==> src/rtl/gated_edge_counter.sv <==
// Gated rising-edge counter for the frequency meter: counts synchronised sig_in
// edges while enable is high and publishes the total on each gate close.
// Optional build macro FREQ_OVF_EN: saturating counter plus ovf_out port.
module gated_edge_counter #(
    parameter int CNT_W       = 32,
    parameter int SYNC_STAGES = 2
) (
    input  logic             clk,
    input  logic             rst_n,
    input  logic             enable,
    input  logic             sig_in,
    output logic [CNT_W-1:0] count_out,
    output logic             count_valid,
`ifdef FREQ_OVF_EN
    output logic             ovf_out,
`endif
    output logic             busy
);

    // state    | meaning
    // DISARMED | after reset; waits for the first gate open, partial window discarded
    // IDLE     | armed, gate closed (en_d = 0)
    // COUNT    | armed, gate window in progress (en_d = 1)
    typedef enum logic [1:0] {
        ST_DISARMED = 2'd0,
        ST_IDLE     = 2'd1,
        ST_COUNT    = 2'd2
    } state_t;

    state_t state_q, state_d;

    logic [SYNC_STAGES-1:0] sync_q;
    logic                   s_q;
    logic                   s_sync;
    logic                   edge_det;
    logic                   en_d;
    logic                   gate_open;
    logic                   gate_close;
    logic                   publish;
    logic [CNT_W-1:0]       cnt_q, cnt_d;
    logic [CNT_W-1:0]       edge_ext;

    assign s_sync     = sync_q[SYNC_STAGES-1];
    assign edge_det   = s_sync & ~s_q;
    assign gate_open  = enable & ~en_d;
    assign gate_close = ~enable & en_d;
    assign edge_ext   = {{(CNT_W-1){1'b0}}, edge_det};
    assign busy       = en_d & (state_q != ST_DISARMED);

    always_ff @(posedge clk or negedge rst_n) begin
        if (!rst_n) begin
            sync_q <= '0;
            s_q    <= 1'b0;
            en_d   <= 1'b1;
        end else begin
            sync_q <= {sync_q[SYNC_STAGES-2:0], sig_in};
            s_q    <= s_sync;
            en_d   <= enable;
        end
    end

    always_ff @(posedge clk or negedge rst_n) begin
        if (!rst_n) begin
            state_q <= ST_DISARMED;
        end else begin
            state_q <= state_d;
        end
    end

    always_comb begin
        state_d = state_q;
        publish = 1'b0;
        case (state_q)
            ST_DISARMED: if (gate_open) state_d = ST_COUNT;
            ST_IDLE:     if (gate_open) state_d = ST_COUNT;
            ST_COUNT: begin
                if (gate_close) begin
                    publish = 1'b1;
                    state_d = ST_IDLE;
                end
            end
            default:     state_d = ST_DISARMED;
        endcase
    end

`ifdef FREQ_OVF_EN
    localparam logic [CNT_W-1:0] CNT_MAX = '1;
    logic ovf_q, ovf_d;

    always_comb begin
        cnt_d = cnt_q;
        ovf_d = ovf_q;
        if (gate_open) begin
            cnt_d = edge_ext;
            ovf_d = 1'b0;
        end else if (enable && edge_det) begin
            // clamp at full scale and remember that edges were dropped
            if (cnt_q == CNT_MAX) ovf_d = 1'b1;
            else                  cnt_d = cnt_q + 1'b1;
        end
    end
`else
    always_comb begin
        cnt_d = cnt_q;
        if (gate_open) begin
            cnt_d = edge_ext;
        end else if (enable) begin
            cnt_d = cnt_q + edge_ext;
        end
    end
`endif

    always_ff @(posedge clk or negedge rst_n) begin
        if (!rst_n) begin
            cnt_q       <= '0;
            count_out   <= '0;
            count_valid <= 1'b0;
        end else begin
            cnt_q       <= cnt_d;
            count_valid <= publish;
            if (publish) count_out <= cnt_q;
        end
    end

`ifdef FREQ_OVF_EN
    always_ff @(posedge clk or negedge rst_n) begin
        if (!rst_n) begin
            ovf_q   <= 1'b0;
            ovf_out <= 1'b0;
        end else begin
            ovf_q <= ovf_d;
            if (publish) ovf_out <= ovf_q;
        end
    end
`endif

endmodule

==> config.mk <==
export PLATFORM = sky130hd
export DESIGN_NAME = gated_edge_counter
export DESIGN_NICKNAME = d
export VERILOG_FILES = /design/src/rtl/gated_edge_counter.sv
export SDC_FILE = /design/constraint.sdc
export NUM_CORES = 1
export LEC_CHECK = 0
export ABC_CLOCK_PERIOD_IN_PS = 2600
export CORE_UTILIZATION = 50
export CTS_BUF_LIST = sky130_fd_sc_hd__clkbuf_16
export DETAILED_ROUTE_END_ITERATION = 10
export DONT_BUFFER_PORTS = 1
export PLACE_DENSITY = 0.63
export SLEW_MARGIN = 15
export SYNTH_ARGS = -nofsm -noshare
export SYNTH_HDL_FRONTEND = slang
export SYNTH_SLANG_ARGS = --single-unit
==> constraint.sdc <==
create_clock -name clk -period 2.6 [get_ports clk]
set_input_delay 0.52 -clock clk [delete_from_list [all_inputs] [get_ports clk]]
set_output_delay 0.52 -clock clk [all_outputs]
set_load 0.01 [all_outputs]
==> results.tsv, run 1 <==
stage	metric	value	unit
run_status	status	completed	
timing	rsz0062_at_grt	no	
timing	fin_tns_setup	0	ps
detailed_routing	met3_length	279	um
detailed_routing	drtAntennaViolNets	0	
timing	slew_headroom	55.2	%
timing	fin_crit_sh	92.3	%
detailed_routing	wl_met2	2710	um
power_and_ir_drop	internal-power	1.93	mW
worst_setup_path	startpoint	sync_q[1]	
logic_synthesis	netlist_area	3230	sq um
worst_setup_path	slowest_stage	or4_1	
timing	skew	4.41	ps
logic_synthesis	synth.area.top_cells	dfrtp_1, mux2_2, nand3_1, nand2_1, nor2_1	
global_route	track_usage	20.7	%
cells_and_area	seq_area	1780	sq um
clock_network	clkTransAtPathRegs	60	ps
logic_synthesis	syn_inst	284	
worst_setup_path	criticalPathCategory	flip-flop to flip-flop	
logic_synthesis	synthMuxAreaShare	12.7	%
worst_setup_path	reg2reg_to	cnt_q[28]	
power_and_ir_drop	p_comb_share	5.6	%
detailed_routing	dr.max_layer_used	met4	
worst_setup_path	reg2reg_slack	200	ps
worst_setup_path	cp_top_family	simple AND/OR/NAND/NOR gates	
clock_network	post_cts_buffers	0	
detailed_routing	vias	2241	
logic_synthesis	ys_ff_latch	71	
cells_and_area	post-route-util	59.5	%
clock_network	clockBufferDepth	2	
power_and_ir_drop	power_density	684	nW/um^2
worst_setup_path	worst-path-buf-inv	0	
worst_setup_path	crit_fanout	9	
cells_and_area	num-nets-final	293	
timing	drv_slew	0	
worst_setup_path	cp.depth	6	
logic_synthesis	synth_compound_area_share	8.63	%
logic_synthesis	synth-xor-area-share	1.90	%
timing	max_freq	0.417	GHz
logic_synthesis	synth-edff-count	0	
worst_setup_path	crit_chain	nor2b_1 -> ha_1 -> nand4_1 -> or4_1 -> or4_1 -> a21oi_1	
die	rows	28	
global_route	grt_pass1_vias	2073	
cells_and_area	multi_input_area	1360	sq um
global_route	overflow	0	
cells_and_area	antenna_cells	0	
worst_setup_path	worstPathArrival	2650	ps
timing	tightest_slew	672	ps
detailed_routing	wl_per_cell	17.3	um
cells_and_area	drive_gt1_share	20.9	%
logic_synthesis	synth_area_leader_cell	dfrtp_1	
logic_synthesis	synth_top_area_share	54.2	%
clock_network	cts_tree	yes	
worst_setup_path	worstRegToRegCells	6	
clock_network	htree_levels	3	
timing	setup-violations-final	0	
power_and_ir_drop	netSwitchingFraction	22.2	%
detailed_routing	vias_per_cell	6.11	
global_route	grt_max_degree	71	
logic_synthesis	synth-adder-area-share	0.774	%
power_and_ir_drop	peakVddDrop	399	uV
detailed_routing	met1_length	3210	um
global_route	grt_pass1_wl	10300	um
clock_network	cts_num_sinks	71	
worst_setup_path	rr_startpoint	sync_q[1]	
detailed_routing	drc	0	
power_and_ir_drop	power_switching	0.550	mW
worst_setup_path	start_kind	flip-flop	
detailed_routing	firstDrtPassIters	4	
worst_setup_path	crit_required	2850	ps
cells_and_area	final_cell_mix	dfrtp_1, mux2_2, nand2_1	
clock_network	post_cts_resized	0	
die	die_h	82.4	um
timing	layout_min_cycle_time	2400	ps
worst_setup_path	max_stage_delay	620	ps
power_and_ir_drop	leakagePower	1.63	nW
logic_synthesis	seq_area_frac_synth	55.0	%
timing	final_hold_viol_count	0	
die	ios	38	
die	initial_utilization	53.1	%
placement	post-dp-hpwl	4210	um
clock_network	insertion_delay	320	ps
global_route	antenna_found_initial	0	
worst_setup_path	end_kind	flip-flop	
logic_synthesis	synth_top_family_by_area	simple AND/OR/NAND/NOR gates	
logic_synthesis	syn_area_per_cell	11.4	sq um
power_and_ir_drop	clkPwrFrac	47.0	%
cells_and_area	areaGrowthSynthToFinish	12.1	%
job	max_cap_violations	0	
detailed_routing	drtIter0Drc	118	
logic_synthesis	synthArstFlopShare	100	%
die	dieArea	6790	sq um
cells_and_area	fill_cells	528	
clock_network	cts_buffers	9	
clock_network	postCtsHoldBufs	1	
logic_synthesis	ys_warn_count	0	
detailed_routing	finalWirelength	6330	um
placement	place_congestion	0.833	
worst_setup_path	cpMostUsedCell	or4_1	
logic_synthesis	synthFlopType	dfrtp_1	
logic_synthesis	synth_cell_type_count	43	
placement	port_buffers	0	
clock_network	root_buffer	clkbuf_16	
power_and_ir_drop	pwr-share-seq	47.4	%
logic_synthesis	synth_fp_nets	290	
die	core_area	6100	sq um
cells_and_area	layout_commonest_cell	dfrtp_1	
hold_path	hp-class	primary input to async pin	
logic_synthesis	synth-simple-area-share	17.9	%
die	dieWidth	82.4	um
==> flip-flops by register name, indices dropped and copies added, names as in the netlist <==
signal and count:
cnt_q 32, count_out 32, count_valid 1, en_d 1
s_q 1, state_q 2, sync_q 2
==> synthesized netlist by cell type (6+ instances only) <==
master    number
dfrtp_1       70
mux2_2        32
nand2_1       17
nor2_1        16
nand3_1       13
a21oi_1       10
clkbuf_1       9
o21ai_0        9
inv_1          8
nand4_1        8
nor4_1         8
and4_1         6
nor3_1         6
or4_1          6
==> cells by family after synthesis <==
| group | after synthesis |
|---|---|
| buffers and inverters | 23 |
| AO/OA/AOI/OAI | 42 |
| AND/OR/NAND/NOR | 102 |
| adder cells (fa/ha/maj) | 2 |
| multiplexers | 37 |
| XOR/XNOR | 7 |
| flip-flops | 71 |
==> stage by stage <==
step	setup WS (ps)	cell area (sq um)	power [mW]	hold slack, ps	cells
after floorplan	454	3230	1.28	224	284
after global placement	322	3310	1.31	226	350
after detailed placement	203	3310	1.31	226	350
after CTS	182	3630	2.51	27.6	367
after global routing	53.4	3630	2.56	25.3	367
final	200	3630	2.48	32.2	367
==> area by class of cell <==
class                           instances  area share, %
Clock buffer                            9           6.21
Multi-Input combinational cell        190           37.6
Sequential cell                        71           49.0
Inverter                                8          0.828
Timing Repair Buffer                    7           2.00
Clock inverter                          7           1.76
Tap cell                               75           2.59
==> power groups by stage <==
stage	registers (mW)	logic (mW)	clock network (mW)
after floorplan	1.18	0.101	0
after global routing	1.18	0.159	1.23
after detailed placement	1.19	0.117	0
final	1.17	0.139	1.17
after global placement	1.19	0.115	0
after CTS	1.17	0.143	1.19
==> worst max-delay path by stage <==
| stage | to | slack [ps] |
|---|---|---|
| 6_report | cnt_q[28] | 200 |
| 5_1_grt | cnt_q[28] | 50 |
| 4_1_cts | cnt_q[28] | 180 |
| 3_5_place_dp | cnt_q[28] | 200 |
| 3_3_place_gp | cnt_q[28] | 320 |
| 2_1_floorplan | cnt_q[28] | 450 |
==> worst register-to-register path: cells and delay by family (launching register included) <==
| family | cells | cell delay, ps |
|---|---|---|
| and+or+nand+nor | 4 | 1580 |
| DFF | 1 | 330 |
| adders and majority gates | 1 | 270 |
| AOI/OAI and AO/OA | 1 | 150 |
==> per-layer routing <==
layer | GRT usage [%] | up-vias
met5 | 0 | -
li1 | - | 1061
met3 | 4.18 | 10
met2 | 29.2 | 51
met4 | 10.5 | 0
met1 | 30.0 | 1119
Note: power is estimated with default switching activity, not from simulation.
==> run 2: changes to the inputs <==
--- a/config.mk
+++ b/config.mk
@@ -10,8 +10,10 @@
 export CTS_BUF_LIST = sky130_fd_sc_hd__clkbuf_16
 export DETAILED_ROUTE_END_ITERATION = 10
 export DONT_BUFFER_PORTS = 1
+export GPL_TIMING_DRIVEN = 0
 export PLACE_DENSITY = 0.63
 export SLEW_MARGIN = 15
 export SYNTH_ARGS = -nofsm -noshare
 export SYNTH_HDL_FRONTEND = slang
 export SYNTH_SLANG_ARGS = --single-unit
+export TNS_END_PERCENT = 1
==> results.tsv, run 2 (synthesis gave the netlist of run 1 again) <==
stage	metric	value	unit	change
timing	setup-violations-final	0		unchanged
cells_and_area	fill_cells	501		was 528
die	dieArea	6790	sq um	unchanged
global_route	track_usage	22.6	%	was 20.7%
power_and_ir_drop	power_switching	0.578	mW	was 0.550 mW
cells_and_area	post-route-util	60.5	%	was 59.5%
hold_path	hp-class	primary input to async pin		unchanged
clock_network	htree_levels	3		unchanged
timing	layout_min_cycle_time	2400	ps	about the same
timing	fin_crit_sh	92.4	%	was 92.3%
timing	fin_ws	197	ps	was 200 ps
clock_network	cts_tree	yes		unchanged
detailed_routing	drtAntennaViolNets	0		unchanged
clock_network	insertion_delay	330	ps	was 320 ps
die	die_h	82.4	um	unchanged
global_route	grt_pass1_wl	11100	um	was 10300 um
detailed_routing	vias	2274		was 2241
placement	post-dp-hpwl	4330	um	was 4210 um
timing	slew_headroom	49.3	%	was 55.2%
cells_and_area	drive_gt1_share	20.6	%	was 20.9%
worst_setup_path	crit_fanout	9		unchanged
die	ios	38		unchanged
clock_network	root_buffer	clkbuf_16		unchanged
timing	timing.hold.ws	30.7	ps	was 32.2 ps
power_and_ir_drop	peakVddDrop	417	uV	was 399 uV
detailed_routing	wl_per_cell	17.8	um	was 17.3 um
job	max_cap_violations	0		unchanged
cells_and_area	final_cells	376		was 367
worst_setup_path	start_kind	flip-flop		unchanged
power_and_ir_drop	power_density	707	nW/um^2	was 684 nW/um^2
detailed_routing	finalWirelength	6710	um	was 6330 um
placement	port_buffers	0		unchanged
timing	rsz0062_at_grt	no		unchanged
detailed_routing	drtIter0Drc	133		was 118
cells_and_area	multi_input_area	1370	sq um	was 1360 sq um
cells_and_area	final_cell_area	3690	sq um	was 3630 sq um
global_route	antenna_found_initial	0		unchanged
placement	place_ws	23.0	ps	was 203 ps
clock_network	cts_num_sinks	71		unchanged
placement	place_congestion	0.838		was 0.833
timing	max_freq	0.416	GHz	was 0.417 GHz
power_and_ir_drop	clkPwrFrac	49.1	%	was 47.0%
timing	final_hold_viol_count	0		unchanged
placement	place_area	3330	sq um	was 3310 sq um
cells_and_area	seq_area	1780	sq um	unchanged
power_and_ir_drop	power	2.61	mW	was 2.48 mW
worst_setup_path	worstRegToRegCells	7		was 6
cells_and_area	antenna_cells	0		unchanged
timing	tightest_slew	758	ps	was 672 ps
power_and_ir_drop	internal-power	2.03	mW	was 1.93 mW
cells_and_area	num-nets-final	302		was 293
cells_and_area	layout_commonest_cell	dfrtp_1		unchanged
clock_network	cts_buffers	9		unchanged
timing	skew	4.62	ps	was 4.41 ps
run_status	status	completed		unchanged
worst_setup_path	crit_required	2850	ps	about the same
worst_setup_path	criticalPathCategory	flip-flop to flip-flop		unchanged
timing	drv_slew	0		unchanged
cells_and_area	largestRegisters	cnt_q: 32 flops, count_out: 32 flops		unchanged
detailed_routing	firstDrtPassIters	4		unchanged
power_and_ir_drop	leakagePower	1.65	nW	was 1.63 nW
power_and_ir_drop	p_comb_share	6.0	%	was 5.6%
worst_setup_path	end_kind	flip-flop		unchanged
cells_and_area	areaGrowthSynthToFinish	14.0	%	was 12.1%
clock_network	clockBufferDepth	2		unchanged
timing	fin_tns_setup	0	ps	unchanged
die	rows	28		unchanged
cells_and_area	final_cell_mix	dfrtp_1, mux2_2, nand2_1		unchanged
detailed_routing	vias_per_cell	6.05		was 6.11
worst_setup_path	worstPathArrival	2650	ps	about the same
global_route	grt_max_degree	71		unchanged
global_route	grt_pass1_vias	2253		was 2073
clock_network	clkTransAtPathRegs	60	ps	about the same
placement	place_inst	359		was 350
detailed_routing	drc	0		unchanged
power_and_ir_drop	netSwitchingFraction	22.2	%	about the same
global_route	overflow	0		unchanged
die	initial_utilization	53.1	%	unchanged
die	dieWidth	82.4	um	unchanged
die	core_area	6100	sq um	unchanged
power_and_ir_drop	pwr-share-seq	44.9	%	was 47.4%
==> run 2: power by group through the flow <==
stage | Sequential [mW] | Clock, mW | Combinational [mW]
final | 1.17 | 1.28 | 0.155
after global routing | 1.18 | 1.35 | 0.174
after CTS | 1.17 | 1.31 | 0.153
after detailed placement | 1.19 | 0 | 0.124
after global placement | 1.19 | 0 | 0.121
after floorplan | 1.18 | 0 | 0.101
==> run 2: worst paths after layout <==
check | from | to | slack, ps
min in group clk | enable | en_d | 180
hold / removal | rst_n | en_d | 30
setup reg to reg | sync_q[1] | cnt_q[28] | 200
setup / recovery | sync_q[1] | cnt_q[28] | 200
hold reg to reg | sync_q[0] | sync_q[1] | 350
max in group asynchronous | rst_n | cnt_q[6] | 2220
==> run 2: cell type report <==
cell class	count	share of cell area, %
multi-input combinational	190	37.2
tap	75	2.54
inverter	8	0.814
timing repair buffer	1	0.747
clock inverter	7	2.38
clock buffer	9	6.11
buffer	15	1.97
sequential	71	48.2
==> run 2: worst max-delay path, cell delays in order, from the launching register on <==
cell and delay (ps):
dfrtp_1 360, nor2b_2 190, ha_1 270, nand4_1 250, or4_1 450, buf_2 190
or4_1 470, a21oi_1 150
==> run 2: routing by layer <==
| layer | global-route usage (%) | part of all wire [%] |
|---|---|---|
| met5 | 0 | 0 |
| met4 | 10.5 | 2.1 |
| met3 | 4.73 | 3.1 |
| met2 | 33.1 | 44 |
| met1 | 32.0 | 51 |
==> run 2: timing repair <==
item	in CTS	in global routing
setup endpoints to repair	0	19
hold buffers	1	0
hold endpoints to repair	70	0
buffers inserted	0	0
resized for setup	0	4
